<file path="config.mk">
export PLATFORM = sky130hd
export DESIGN_NAME = vector_writeback_sequencer_flat
export DESIGN_NICKNAME = d
export VERILOG_FILES = /design/src/rtl/vector_writeback_sequencer_pkg.sv /design/src/rtl/vector_writeback_sequencer_if.sv /design/src/rtl/vector_writeback_sequencer_lane_priority_picker.sv /design/src/rtl/vector_writeback_sequencer.sv /design/src/flat_wrapper.sv
export SDC_FILE = /design/constraint.sdc
export NUM_CORES = 1
export LEC_CHECK = 0
export CAP_MARGIN = 20
export CORE_MARGIN = 2
export CORE_UTILIZATION = 65
export CTS_BUF_LIST = sky130_fd_sc_hd__clkbuf_2 sky130_fd_sc_hd__clkbuf_4 sky130_fd_sc_hd__clkbuf_8
export DETAILED_ROUTE_END_ITERATION = 8
export DONT_BUFFER_PORTS = 1
export GPL_TIMING_DRIVEN = 0
export PLACE_DENSITY = 0.82
export SYNTH_ARGS = -nofsm -noshare
export SYNTH_HDL_FRONTEND = slang
export SYNTH_SLANG_ARGS = --single-unit
</file>
<file path="constraint.sdc">
create_clock -name clk -period 3.61 [get_ports clk]
set_input_delay 0.722 -clock clk [delete_from_list [all_inputs] [get_ports clk]]
set_output_delay 0.722 -clock clk [all_outputs]
set_load 0.01 [all_outputs]
</file>
<file path="src/rtl/vector_writeback_sequencer_pkg.sv">
// -----------------------------------------------------------------------------
// vwb_pkg
// Shared constants and types for the vector writeback sequencer.
//   DATA_W      : lane / scalar word width
//   LANES       : lanes per vector register
//   ADDR_W      : register address width (bit VEC_SEL_BIT selects vector file)
//   LANE_W      : width of a lane index
//   ZERO_REG    : architectural zero register, never written
//   vwb_state_e : sequencer FSM states
// Optional feature macro used by the design: VWB_LANE_MASK_EN.
// -----------------------------------------------------------------------------
package vwb_pkg;
    localparam int DATA_W      = 32;
    localparam int LANES       = 4;
    localparam int ADDR_W      = 5;
    localparam int LANE_W      = 2;
    localparam int VEC_SEL_BIT = 4;

    localparam logic [ADDR_W-1:0] ZERO_REG = 5'd0;

    typedef enum logic [0:0] {
        IDLE = 1'b0,
        BEAT = 1'b1
    } vwb_state_e;

    // Extract one lane word from a packed vector result.
    function automatic logic [DATA_W-1:0] lane_word(
        input logic [LANES*DATA_W-1:0] vec,
        input logic [LANE_W-1:0]       lane
    );
        lane_word = vec[lane*DATA_W +: DATA_W];
    endfunction
endpackage

</file>
<file path="src/rtl/vector_writeback_sequencer_if.sv">
// -----------------------------------------------------------------------------
// vector_writeback_sequencer_if
// Bundles the writeback request handshake and the register-file write port.
//   master : pipeline / producer side (drives requests, observes writes)
//   slave  : sequencer side (accepts requests, drives the write port)
// Signals:
//   req_valid/req_ready  request handshake
//   req_addr/req_vec/req_data/req_mask  request payload
//   wr_en/wr_addr/wr_lane/wr_data/wr_vec  register-file write beat
//   busy  beats outstanding, last  final beat of a request
// -----------------------------------------------------------------------------
interface vector_writeback_sequencer_if;
    import vwb_pkg::*;

    logic                    req_valid;
    logic                    req_ready;
    logic [ADDR_W-1:0]       req_addr;
    logic                    req_vec;
    logic [LANES*DATA_W-1:0] req_data;
    logic [LANES-1:0]        req_mask;

    logic                    wr_en;
    logic [ADDR_W-1:0]       wr_addr;
    logic [LANE_W-1:0]       wr_lane;
    logic [DATA_W-1:0]       wr_data;
    logic                    wr_vec;
    logic                    busy;
    logic                    last;

    modport master (
        output req_valid, req_addr, req_vec, req_data, req_mask,
        input  req_ready, wr_en, wr_addr, wr_lane, wr_data, wr_vec, busy, last
    );

    modport slave (
        input  req_valid, req_addr, req_vec, req_data, req_mask,
        output req_ready, wr_en, wr_addr, wr_lane, wr_data, wr_vec, busy, last
    );
endinterface

</file>
<file path="src/rtl/vector_writeback_sequencer_lane_priority_picker.sv">
// -----------------------------------------------------------------------------
// lane_priority_picker
// Combinational: selects the lowest set lane of a mask.
//   i_mask  : remaining lane mask
//   o_lane  : index of the lowest set bit (0 when mask is empty)
//   o_valid : mask has at least one bit set
//   o_rest  : mask with the selected bit cleared
// -----------------------------------------------------------------------------
module lane_priority_picker
    import vwb_pkg::*;
(
    input  logic [LANES-1:0]  i_mask,
    output logic [LANE_W-1:0] o_lane,
    output logic              o_valid,
    output logic [LANES-1:0]  o_rest
);

    // Lowest-set-bit search; scanning downward lets the lowest hit win.
    always_comb begin
        o_lane = {LANE_W{1'b0}};
        for (int i = LANES - 1; i >= 0; i--) begin
            o_lane = i_mask[i] ? LANE_W'(i) : o_lane;
        end
        o_valid = |i_mask;
        // x & (x-1) clears exactly the lowest set bit.
        o_rest  = i_mask & (i_mask - {{(LANES-1){1'b0}}, 1'b1});
    end

endmodule

</file>
<file path="src/rtl/vector_writeback_sequencer.sv">
// -----------------------------------------------------------------------------
// vector_writeback_sequencer
// Accepts completed writeback results and drives them one 32-bit lane per
// cycle onto the register-file write port. Scalars take one beat; vector
// results issue one beat per enabled lane in ascending order.
// Ports:
//   clk   : clock
//   rst   : asynchronous active-low reset
//   srst  : synchronous soft reset (active high)
//   bus   : request handshake + write port (slave modport)
// Configuration: define VWB_LANE_MASK_EN to honour req_mask; otherwise every
// vector request writes all LANES lanes.
// -----------------------------------------------------------------------------
module vector_writeback_sequencer
    import vwb_pkg::*;
(
    input  logic                          clk,
    input  logic                          rst,
    input  logic                          srst,
    vector_writeback_sequencer_if.slave   bus
);

    localparam logic [0:0] S_IDLE = IDLE;
    localparam logic [0:0] S_BEAT = BEAT;

    logic [0:0]              r_state;
    logic                    r_alive;
    logic [ADDR_W-1:0]       r_addr;
    logic                    r_vec;
    logic [LANES*DATA_W-1:0] r_data;
    logic [LANES-1:0]        r_rem;

    logic                    r_wr_en;
    logic [ADDR_W-1:0]       r_wr_addr;
    logic [LANE_W-1:0]       r_wr_lane;
    logic [DATA_W-1:0]       r_wr_data;
    logic                    r_wr_vec;
    logic                    r_last;

    logic                    w_ready;
    logic                    w_accept;
    logic [LANES-1:0]        w_mask_eff;
    logic [LANES-1:0]        w_pick_mask;
    logic [LANE_W-1:0]       w_pick_lane;
    logic                    w_pick_valid;
    logic [LANES-1:0]        w_pick_rest;
    logic [ADDR_W-1:0]       w_src_addr;
    logic                    w_src_vec;
    logic [LANES*DATA_W-1:0] w_src_data;
    logic                    w_we;

`ifdef VWB_LANE_MASK_EN
    assign w_mask_eff = bus.req_mask;
`else
    logic w_unused_mask;
    assign w_mask_eff    = {LANES{1'b1}};
    assign w_unused_mask = ^bus.req_mask;
`endif

    // Ready: held low until the first edge out of reset, then open in IDLE
    // and on the final beat so back-to-back requests see no bubble.
    always_comb begin
        if (!r_alive) begin
            w_ready = 1'b0;
        end else if (r_state == S_BEAT) begin
            w_ready = r_last;
        end else begin
            w_ready = 1'b1;
        end
    end

    assign w_accept = bus.req_valid & w_ready;

    // Beat source: a transferring request feeds the first beat straight from
    // the inputs; otherwise continue from the captured request.
    always_comb begin
        w_src_addr  = r_addr;
        w_src_vec   = r_vec;
        w_src_data  = r_data;
        w_pick_mask = {LANES{1'b0}};
        if (w_accept) begin
            w_src_addr  = bus.req_addr;
            w_src_vec   = bus.req_vec;
            w_src_data  = bus.req_data;
            w_pick_mask = bus.req_vec ? w_mask_eff : {{(LANES-1){1'b0}}, 1'b1};
        end else if (r_state == S_BEAT) begin
            w_pick_mask = r_rem;
        end else begin
            w_pick_mask = {LANES{1'b0}};
        end
    end

    // Scalar writes to the zero register still take a beat but never strobe.
    assign w_we = w_src_vec | (w_src_addr != ZERO_REG);

    lane_priority_picker u_picker (
        .i_mask  (w_pick_mask),
        .o_lane  (w_pick_lane),
        .o_valid (w_pick_valid),
        .o_rest  (w_pick_rest)
    );

    // Sequencer state, request capture and registered write-port outputs.
    always_ff @(posedge clk or negedge rst) begin
        if (!rst) begin
            r_state   <= S_IDLE;
            r_alive   <= 1'b0;
            r_addr    <= {ADDR_W{1'b0}};
            r_vec     <= 1'b0;
            r_data    <= {(LANES*DATA_W){1'b0}};
            r_rem     <= {LANES{1'b0}};
            r_wr_en   <= 1'b0;
            r_wr_addr <= {ADDR_W{1'b0}};
            r_wr_lane <= {LANE_W{1'b0}};
            r_wr_data <= {DATA_W{1'b0}};
            r_wr_vec  <= 1'b0;
            r_last    <= 1'b0;
        end else if (srst) begin
            r_state   <= S_IDLE;
            r_alive   <= 1'b0;
            r_addr    <= {ADDR_W{1'b0}};
            r_vec     <= 1'b0;
            r_data    <= {(LANES*DATA_W){1'b0}};
            r_rem     <= {LANES{1'b0}};
            r_wr_en   <= 1'b0;
            r_wr_addr <= {ADDR_W{1'b0}};
            r_wr_lane <= {LANE_W{1'b0}};
            r_wr_data <= {DATA_W{1'b0}};
            r_wr_vec  <= 1'b0;
            r_last    <= 1'b0;
        end else begin
            r_alive <= 1'b1;
            if (w_accept) begin
                r_addr <= bus.req_addr;
                r_vec  <= bus.req_vec;
                r_data <= bus.req_data;
            end else begin
                r_addr <= r_addr;
                r_vec  <= r_vec;
                r_data <= r_data;
            end
            if (w_pick_valid) begin
                r_state   <= S_BEAT;
                r_rem     <= w_pick_rest;
                r_wr_en   <= w_we;
                r_wr_addr <= w_src_addr;
                r_wr_lane <= w_pick_lane;
                r_wr_data <= lane_word(w_src_data, w_pick_lane);
                r_wr_vec  <= w_src_vec;
                r_last    <= (w_pick_rest == {LANES{1'b0}});
            end else begin
                // Nothing left (or an empty-mask vector was dropped).
                r_state   <= S_IDLE;
                r_rem     <= {LANES{1'b0}};
                r_wr_en   <= 1'b0;
                r_wr_addr <= {ADDR_W{1'b0}};
                r_wr_lane <= {LANE_W{1'b0}};
                r_wr_data <= {DATA_W{1'b0}};
                r_wr_vec  <= 1'b0;
                r_last    <= 1'b0;
            end
        end
    end

    assign bus.req_ready = w_ready;
    assign bus.wr_en     = r_wr_en;
    assign bus.wr_addr   = r_wr_addr;
    assign bus.wr_lane   = r_wr_lane;
    assign bus.wr_data   = r_wr_data;
    assign bus.wr_vec    = r_wr_vec;
    assign bus.busy      = (r_state == S_BEAT);
    assign bus.last      = r_last;

endmodule

</file>
<file path="src/flat_wrapper.sv">
// flat-port wrapper written by rule: the top's interface ports become plain ports
module vector_writeback_sequencer_flat import vwb_pkg::*;
  (clk, rst, srst, bus_req_valid, bus_req_addr, bus_req_vec, bus_req_data, bus_req_mask, bus_req_ready, bus_wr_en, bus_wr_addr, bus_wr_lane, bus_wr_data, bus_wr_vec, bus_busy, bus_last);
  vector_writeback_sequencer_if bus_i ();
  input  logic clk;
  input  logic rst;
  input  logic srst;
  input wire logic [$bits(bus_i.req_valid)-1:0] bus_req_valid;
  input wire logic [$bits(bus_i.req_addr)-1:0] bus_req_addr;
  input wire logic [$bits(bus_i.req_vec)-1:0] bus_req_vec;
  input wire logic [$bits(bus_i.req_data)-1:0] bus_req_data;
  input wire logic [$bits(bus_i.req_mask)-1:0] bus_req_mask;
  output wire logic [$bits(bus_i.req_ready)-1:0] bus_req_ready;
  output wire logic [$bits(bus_i.wr_en)-1:0] bus_wr_en;
  output wire logic [$bits(bus_i.wr_addr)-1:0] bus_wr_addr;
  output wire logic [$bits(bus_i.wr_lane)-1:0] bus_wr_lane;
  output wire logic [$bits(bus_i.wr_data)-1:0] bus_wr_data;
  output wire logic [$bits(bus_i.wr_vec)-1:0] bus_wr_vec;
  output wire logic [$bits(bus_i.busy)-1:0] bus_busy;
  output wire logic [$bits(bus_i.last)-1:0] bus_last;
  assign bus_i.req_valid = bus_req_valid;
  assign bus_i.req_addr = bus_req_addr;
  assign bus_i.req_vec = bus_req_vec;
  assign bus_i.req_data = bus_req_data;
  assign bus_i.req_mask = bus_req_mask;
  assign bus_req_ready = bus_i.req_ready;
  assign bus_wr_en = bus_i.wr_en;
  assign bus_wr_addr = bus_i.wr_addr;
  assign bus_wr_lane = bus_i.wr_lane;
  assign bus_wr_data = bus_i.wr_data;
  assign bus_wr_vec = bus_i.wr_vec;
  assign bus_busy = bus_i.busy;
  assign bus_last = bus_i.last;
  vector_writeback_sequencer u_core (.clk(clk), .rst(rst), .srst(srst), .bus(bus_i));
endmodule
</file>
==> results, run 1 <==
- The die covers 13,600 um^2.
- Ranked by instance count, the synthesized netlist is headed by sky130_fd_sc_hd__nand2_1, sky130_fd_sc_hd__a21oi_1, sky130_fd_sc_hd__dfrtp_1.
- The clock latency reported for the late side of the worst-skew pair is 0.47 ns.
- The area growth from synthesis to layout is 8.85%.
- The max-capacitance violation count is 0.
- The number of cell rows is 41.
- The top cell type by area accounts for 55.1% of the synthesized area.
- The number of antenna violations at the first check in global routing is 0.
- For this run, the leading register cell type out of synthesis is sky130_fd_sc_hd__dfrtp_1.
- On the final layout, the worst hold slack is -0.0630 ns.
- Setup violations remaining at the end of the flow were counted as 0.
- The type of element capturing the critical path is a flop.
- The worst endpoint data arrival time is 2.45 ns.
- The main combinational cell family by area after synthesis is compound AO/OA/AOI/OAI gates.
- Summed over all layers, the routed wires come to 22,200 um.
- The clock tree synthesis step divided the H-tree into 4 levels.
- In the routed design, unresolved DRC markers number 0.
- The first TritonRoute pass finished after 5 iterations.
- The post-route clock period utilization is 58.6%.
- Clock-pin slew was measured on the worst setup and hold paths at 0.09 ns.
- The via count of the first global-routing pass is 6,721.
- The largest fanout of any net on the critical path is 10.
- Entering global routing, the biggest net connects 182 pins.
- Synthesis handed over a netlist of 888 instances.
- The overall die width is 116 um.
- The slew of the pin with the lowest slew margin is 0.634 ns.
- The number of placed I/O pins is 186.
- The routed layout has 6,778 vias.
- The share of cells above drive strength 1 is 10.2%.
- The core area is 12,500 um^2.
- Sorting the synthesized cells by area gives the leading types as sky130_fd_sc_hd__dfrtp_1, sky130_fd_sc_hd__nand2_1, sky130_fd_sc_hd__a21oi_1.
- The clock net in this run drives a total of 181 sinks.
- The number of nets in the final layout is 1,049.
- The run finished, with violations left.
- Synthesis instantiated 30 different standard cells from the library.
- Of the total synthesized cell area, the portion taken by XOR and XNOR cells is 0%.
- The per-cell routed wire length is 20.3 um.
- The mean area per synthesized cell is 9.25 um^2.
- The analysis attributes to cell leakage a power of 0.00396 uW.
- The area fraction in and, or, nand and nor cells after synthesis is 15.1%.
- Setup repair after global routing left no endpoint under its margin.
- VDD sags by at most 0.326 mV.
- The final period demand of the worst path is 2.11 ns.
- After synthesis, flip-flops and latches occupy 55.1% of the total area.
- The type of the most critical hold path is input pin to asynchronous set/reset pin.
- The maximum root-to-sink buffer count is 2.
- Buffers added to address setup during post-CTS repair amount to 0.
- The worst pin sits at a relative slew slack of 57.7%.
- The tree is rooted in a sky130_fd_sc_hd__clkbuf_8.
- Power spread over the standard cell area amounts to 471 nW/um^2.
- The final number of max-transition violations came to 0.
- The height of the chip is 116 um.
- The violation count after the first detailed-routing iteration is 754.
- In the routed layout, each cell is associated on average with a via count of 6.21.
- The count of nets left with antenna violations once routing finished came out at 0.
- The biggest area contributor in the post-synthesis netlist is sky130_fd_sc_hd__dfrtp_1.
- Detailed placement ended at an HPWL of 15,700 um.
- The clock tree skew after final layout is 0.0140 ns.
- Buffers placed on the I/O ports in this run total 0.
- The category of the most critical setup path is flop to flop.
- Among all cell types in the netlist, the one instantiated most often is sky130_fd_sc_hd__nand2_1.
- The synthesized design contains 181 register bits.
- The first-pass GRT wire length is 34,500 um.
- TritonCTS built the clock tree.
- The proportion of synthesized flip-flops having asynchronous set or reset is 100%.
- In the global route stage, overall resource usage came out at 33.9%.
- The global placement routability congestion is 0.908.
- The repair_antennas step left the layout with diodes totalling 0.
- The netlist area before placement is 8220 um^2.
- The adder-cell area share of the yosys netlist is 0%.
- The number of clock buffers added by TritonCTS is 17.
- Derived from the worst setup path, the maximum achievable clock frequency is 473 MHz.
- The count of warnings emitted by yosys is 0.
- For the final routed database, the setup TNS stands at 0 ns.
- The number of nets in the synthesized netlist is 1,030.
- The worst endpoint required time is 3.95 ns.
- Counting flops with a built-in enable in the synthesized netlist gives 0.
- Of the post-synthesis cell area, the part taken by muxes is 4.63%.
- The number of fill cells is 980.
- The compound-cell area share of the yosys netlist is 20.1%.
- The number of hold-slack violations in the final timing report is 181.
- The checks that failed: negative hold slack.
- Summed over all layers, the global routing overflow is 0.
- The worst setup path is launched from a flop.
- The initial cell density of the core is 65.9%.
==> critical path, stage by stage (launching register included) <==
cell                       delay [ns]
sky130_fd_sc_hd__dfrtp_1         0.49
sky130_fd_sc_hd__buf_2           0.29
sky130_fd_sc_hd__buf_2           0.26
sky130_fd_sc_hd__nand3_1         0.29
sky130_fd_sc_hd__clkbuf_1        0.38
sky130_fd_sc_hd__o32ai_1         0.28
==> routing by layer <==
layer  share of wire, %  track usage [%]
met1                 39             44.3
met2                 49             55.6
met3                 10             8.72
met4                2.0             11.9
met5                  0                0
==> where the power goes <==
part           switching [uW]  internal (uW)
registers                49.9           2100
logic                     222            110
clock network             732           1000
==> stage by stage <==
step | cell area [um^2] | setup slack, ns | std cells | total power [uW] | utilization [%]
2_1_floorplan | 8220 | 1.83 | 888 | 2420 | -
3_3_place_gp | 8430 | 1.20 | 1060 | 2500 | 67.6
3_5_place_dp | 8430 | 1.16 | 1060 | 2520 | 67.6
4_1_cts | 8940 | 1.55 | 1092 | 4210 | 71.7
5_1_grt | 8940 | 1.38 | 1092 | 4350 | 71.7
6_report | 8940 | 1.50 | 1092 | 4220 | 71.7
==> cell families (layout without fill, tap and decap cells) <==
family                 after synthesis  count (layout)
multiplexers                        38              38
AND/OR/NAND/NOR                    321             321
flip-flops                         181             181
AO/OA/AOI/OAI                      264             264
buffers and inverters               84             116
==> cell usage in the layout (no fill, tap or decap) <==
cell                         Yosys  layout
sky130_fd_sc_hd__bufinv_16       0       7
sky130_fd_sc_hd__and3_1          1       1
sky130_fd_sc_hd__clkinv_4        0       1
sky130_fd_sc_hd__o31a_1          1       1
sky130_fd_sc_hd__buf_6           4       4
sky130_fd_sc_hd__a21bo_4         1       1
sky130_fd_sc_hd__buf_4           2       2
sky130_fd_sc_hd__a211oi_1       12      12
sky130_fd_sc_hd__and3b_1         1       1
sky130_fd_sc_hd__clkbuf_8        0      19
sky130_fd_sc_hd__and2_1          1       1
sky130_fd_sc_hd__or4_1           2       2
sky130_fd_sc_hd__o32ai_1        32      32
sky130_fd_sc_hd__clkinv_2        0       3
sky130_fd_sc_hd__buf_8           2       2
sky130_fd_sc_hd__inv_6           0       1
sky130_fd_sc_hd__o21ai_4         1       1
sky130_fd_sc_hd__o2111ai_1       1       1
sky130_fd_sc_hd__o21ai_0         1       1
sky130_fd_sc_hd__a31oi_1         1       1
sky130_fd_sc_hd__nor2_1         14      14
sky130_fd_sc_hd__nand2_1       291     291
sky130_fd_sc_hd__mux2i_1        38      38
sky130_fd_sc_hd__a211oi_2       20      20
sky130_fd_sc_hd__nand4_1         1       1
sky130_fd_sc_hd__nor3_1          3       3
sky130_fd_sc_hd__clkbuf_1       39      39
sky130_fd_sc_hd__dfrtp_1       181     181
sky130_fd_sc_hd__nand2b_1        2       2
sky130_fd_sc_hd__buf_2          28      28
sky130_fd_sc_hd__nor4_1          2       2
sky130_fd_sc_hd__inv_2           4       4
sky130_fd_sc_hd__buf_1           5       5
sky130_fd_sc_hd__clkinvlp_4      0       1
sky130_fd_sc_hd__a21oi_1       194     194
sky130_fd_sc_hd__nand3_1         3       3
==> flip-flops by register name, summed over array words and instances, names as in the netlist <==
signal	count
u_core.r_rem	3
u_core.bus.last	1
u_core.bus.busy	1
u_core.bus.wr_lane	2
u_core.r_addr	5
u_core.bus.wr_en	1
u_core.r_alive	1
u_core.bus.wr_vec	1
u_core.bus.wr_data	32
u_core.r_data	128
u_core.bus.wr_addr	5
u_core.r_vec	1
==> final cells by class <==
cell class	instances	area (um^2)	share of cell area, %
plain buffers	80	395	4.42
clock buffers	19	262	2.92
inverters	4	15.0	0.168
well taps	172	215	2.41
flip-flops and latches	181	4530	50.7
clock inverters	13	250	2.80
multi-input cells	623	3280	36.6
==> timing repair <==
action,4_1_cts,5_1_grt
resized for setup,0,0
endpoints found under the hold margin,181,181
endpoints found under the setup margin,0,0
==> worst paths after layout <==
| check | from | endpoint | slack (ns) | depth (start not counted) |
|---|---|---|---|---|
| hold reg to reg | u_core.r_data[106]$_DFF_PN0_ | u_core.r_data[106]$_DFF_PN0_ | 0.52 | 2 |
| setup / recovery | u_core.bus.busy$_DFF_PN0_ | u_core.bus.wr_data[9]$_DFF_PN0_ | 1.50 | 5 |
| setup reg to reg | u_core.bus.busy$_DFF_PN0_ | u_core.bus.wr_data[9]$_DFF_PN0_ | 1.50 | 5 |
| min in group clk | bus_req_data[29] | u_core.r_data[29]$_DFF_PN0_ | 0.36 | 2 |
| max in group asynchronous | rst | u_core.bus.wr_data[16]$_DFF_PN0_ | 3.46 | 0 |
| hold / removal | rst | u_core.bus.wr_addr[3]$_DFF_PN0_ | -0.06 | 0 |
Note: power is estimated with default switching activity, not from simulation.
==> run 2, diff against run 1 <==
==> constraint.sdc (replaced) <==
create_clock -name clk -period 2.1 [get_ports clk]
set_input_delay 0.42 -clock clk [delete_from_list [all_inputs] [get_ports clk]]
set_output_delay 0.42 -clock clk [all_outputs]
set_load 0.01 [all_outputs]
==> results, run 2 (synthesis results as in run 1) <==
- The number of flip-flops under the largest register name is 128.
- The number of buffers created by CTS is 17.
- The worst hold path belongs to the class input pin to asynchronous set/reset pin.
- The initial utilization of the core area, before any placement, comes to 65.9%.
- In this run the count of I/O pins placed on the die edge is 186.
- The category of the most critical setup path is flop to flop.
- In the layout the commonest cells are sky130_fd_sc_hd__nand2_1, sky130_fd_sc_hd__a21oi_1, sky130_fd_sc_hd__dfrtp_1, sky130_fd_sc_hd__mux2i_1, sky130_fd_sc_hd__clkbuf_1.
- Summing over every cut layer, the via total after detailed routing is 6,768.
- The depth of the CTS H-tree is 4.
- Entering global routing, the biggest net connects 182 pins.
- After clock tree synthesis, the clock-pin slew on the worst setup and hold paths is 0.09 ns.
- The per-cell routed wire length is 20.3 um.
- The worst endpoint required time is 2.45 ns.
- The type of element capturing the critical path is a flop.
- The max-capacitance violation count is 0.
- For the pin with the worst max-slew slack, the measured transition is 0.622 ns.
- The most common cell after layout, fill and taps aside is sky130_fd_sc_hd__nand2_1.
- The overall global routing resource usage is 33.9%.
- The hold slack is -0.366 ns.
- The static leakage power is 0.00397 uW.
- Summing all placed instances gives a cell area of 8430 um^2.
- Derived from the worst setup path, the maximum achievable clock frequency is 491 MHz.
- The post-route clock period utilization is 96.9%.
- The power per cell area is 809 nW/um^2.
- The number of antenna violations at the first check in global routing is 0.
- The share of the core filled with cells is 71.8%.
- The via count of the first global-routing pass is 6,721.
- The worst reg-to-reg setup slack is 0.06 ns.
- The via count normalized by instance count is 6.20.
- The final cell count without fillers is 1,091.
- The final design area excluding fillers is 8950 um^2.
- Subtracting the final worst setup slack from the clock period gives 2.04 ns.
- The violation count after the first detailed-routing iteration is 737.
- In the final layout, the share of cells above drive strength 1 is 11.0%.
- The total placed cells including tap cells is 1,060.
- The post-synthesis to final-layout area growth is 8.96%.
- STA puts the critical path data arrival time at 2.38 ns.
- The die area is 13,600 um^2.
- The post-CTS setup buffer count is 0.
- The number of hold-slack violations in the final timing report is 181.
- The checks that failed: negative hold slack.
- The tree built by TritonCTS fans out to 181 sinks.
- The wire length reported by the detailed router is 22,200 um.
- Counting along the longest clock path gives a buffer depth of 2.
- Headroom to the max-slew limit came out at 58.5%.
- The global placement routability congestion is 0.908.
- Clock tree synthesis selected as its root buffer the cell sky130_fd_sc_hd__clkbuf_8.
- The flow ran to the end, but the final reports show violations.
- The pre-antenna-repair detailed-routing pass consisted of 5 iterations.
- The overall die width is 116 um.
- The final-report setup violation count is 0.
- The count of antenna-violating nets left after detailed routing is 0.
- The most flop-heavy register is u_core.r_data.
- The clock tree skew after final layout is 0.0148 ns.
- The setup slack at placement is -0.0500 ns.
- The critical path startpoint category is a flop.
- The final number of max-transition violations is 0.
- The later pin in the worst-skew pair is clocked with a latency of 0.47 ns.
- After detailed routing, the number of remaining DRC violations is 0.
- The repair_antennas step left the layout with diodes totalling 0.
- In the final layout, the multi-input gates occupy 3280 um^2.
- The height of the chip is 116 um.
- The number of nets in the final layout is 1,048.
- The final global-route overflow total is 0.
- TritonCTS built the clock tree.
- Input and output buffers added on the ports amount to 0.
- The first-pass GRT wire length is 34,500 um.
- The worst supply voltage drop on vdd is 0.561 mV.
- Across the whole layout, storage elements account for 4530 um^2.
- Once detailed placement completed, the half-perimeter wirelength came to 15,700 um.
- In this run the worst path has a maximum fanout of 10.
- After floorplanning, the core was sized to cover 12,500 um^2.
- The worst path meets setup with 0.0647 ns of slack.
- After floorplanning, the core was divided into 41 placement rows.
- The number of fill cells is 984.
run 2: layout make-up:
type | count | share of cell area, %
clock buffers | 19 | 2.92
multi-input cells | 623 | 36.7
flip-flops and latches | 181 | 50.6
clock inverters | 13 | 2.80
well taps | 172 | 2.40
inverters | 4 | 0.168
plain buffers | 79 | 4.46
run 2: through the flow:
stage | total power [uW] | setup TNS (ns)
final | 7240 | 0
after detailed placement | 4330 | -0.280
after global routing | 7480 | -0.00388
after floorplan | 4160 | 0
after global placement | 4290 | -0.0466
after CTS | 7240 | 0
run 2: final timing paths:
path,from,to,cells past startpoint
max,u_core.bus.busy$_DFF_PN0_,u_core.bus.wr_data[20]$_DFF_PN0_,6
min reg2reg,u_core.r_data[106]$_DFF_PN0_,u_core.r_data[106]$_DFF_PN0_,2
max reg2reg,u_core.bus.busy$_DFF_PN0_,u_core.bus.wr_data[20]$_DFF_PN0_,6
min,rst,u_core.bus.wr_addr[3]$_DFF_PN0_,0
min in group clk,bus_req_data[113],u_core.r_data[113]$_DFF_PN0_,2
max in group asynchronous,rst,u_core.r_data[91]$_DFF_PN0_,0
run 2: critical path: stages, from the launching register on:
cell and delay (ns):
sky130_fd_sc_hd__dfrtp_1 0.47, sky130_fd_sc_hd__nand2b_1 0.14, sky130_fd_sc_hd__and3_1 0.15, sky130_fd_sc_hd__buf_2 0.20
sky130_fd_sc_hd__clkbuf_1 0.45, sky130_fd_sc_hd__a21oi_1 0.14, sky130_fd_sc_hd__o32ai_1 0.35
run 2: repair_timing:
| item | in CTS | in global routing |
|---|---|---|
| endpoints found under the setup margin | 0 | 45 |
| gates resized for setup | 0 | 13 |
| hold endpoints to repair | 181 | 181 |
run 2: report_power, final:
group | internal [uW] | switching (uW) | total [uW] | leakage, uW
Combinational | 189 | 384 | 573 | 0.00124
Sequential | 3610 | 85.4 | 3700 | 0.00248
Clock | 1720 | 1250 | 2970 | 0.000256
Total | 5520 | 1720 | 7240 | 0.00397
run 2: layer usage:
layer	vias up	track usage [%]	routed length, um
met5	-	0	0
met4	0	11.9	599
met3	47	8.72	2110
met2	340	55.6	10800
met1	3309	44.3	8690
li1	3072	-	-
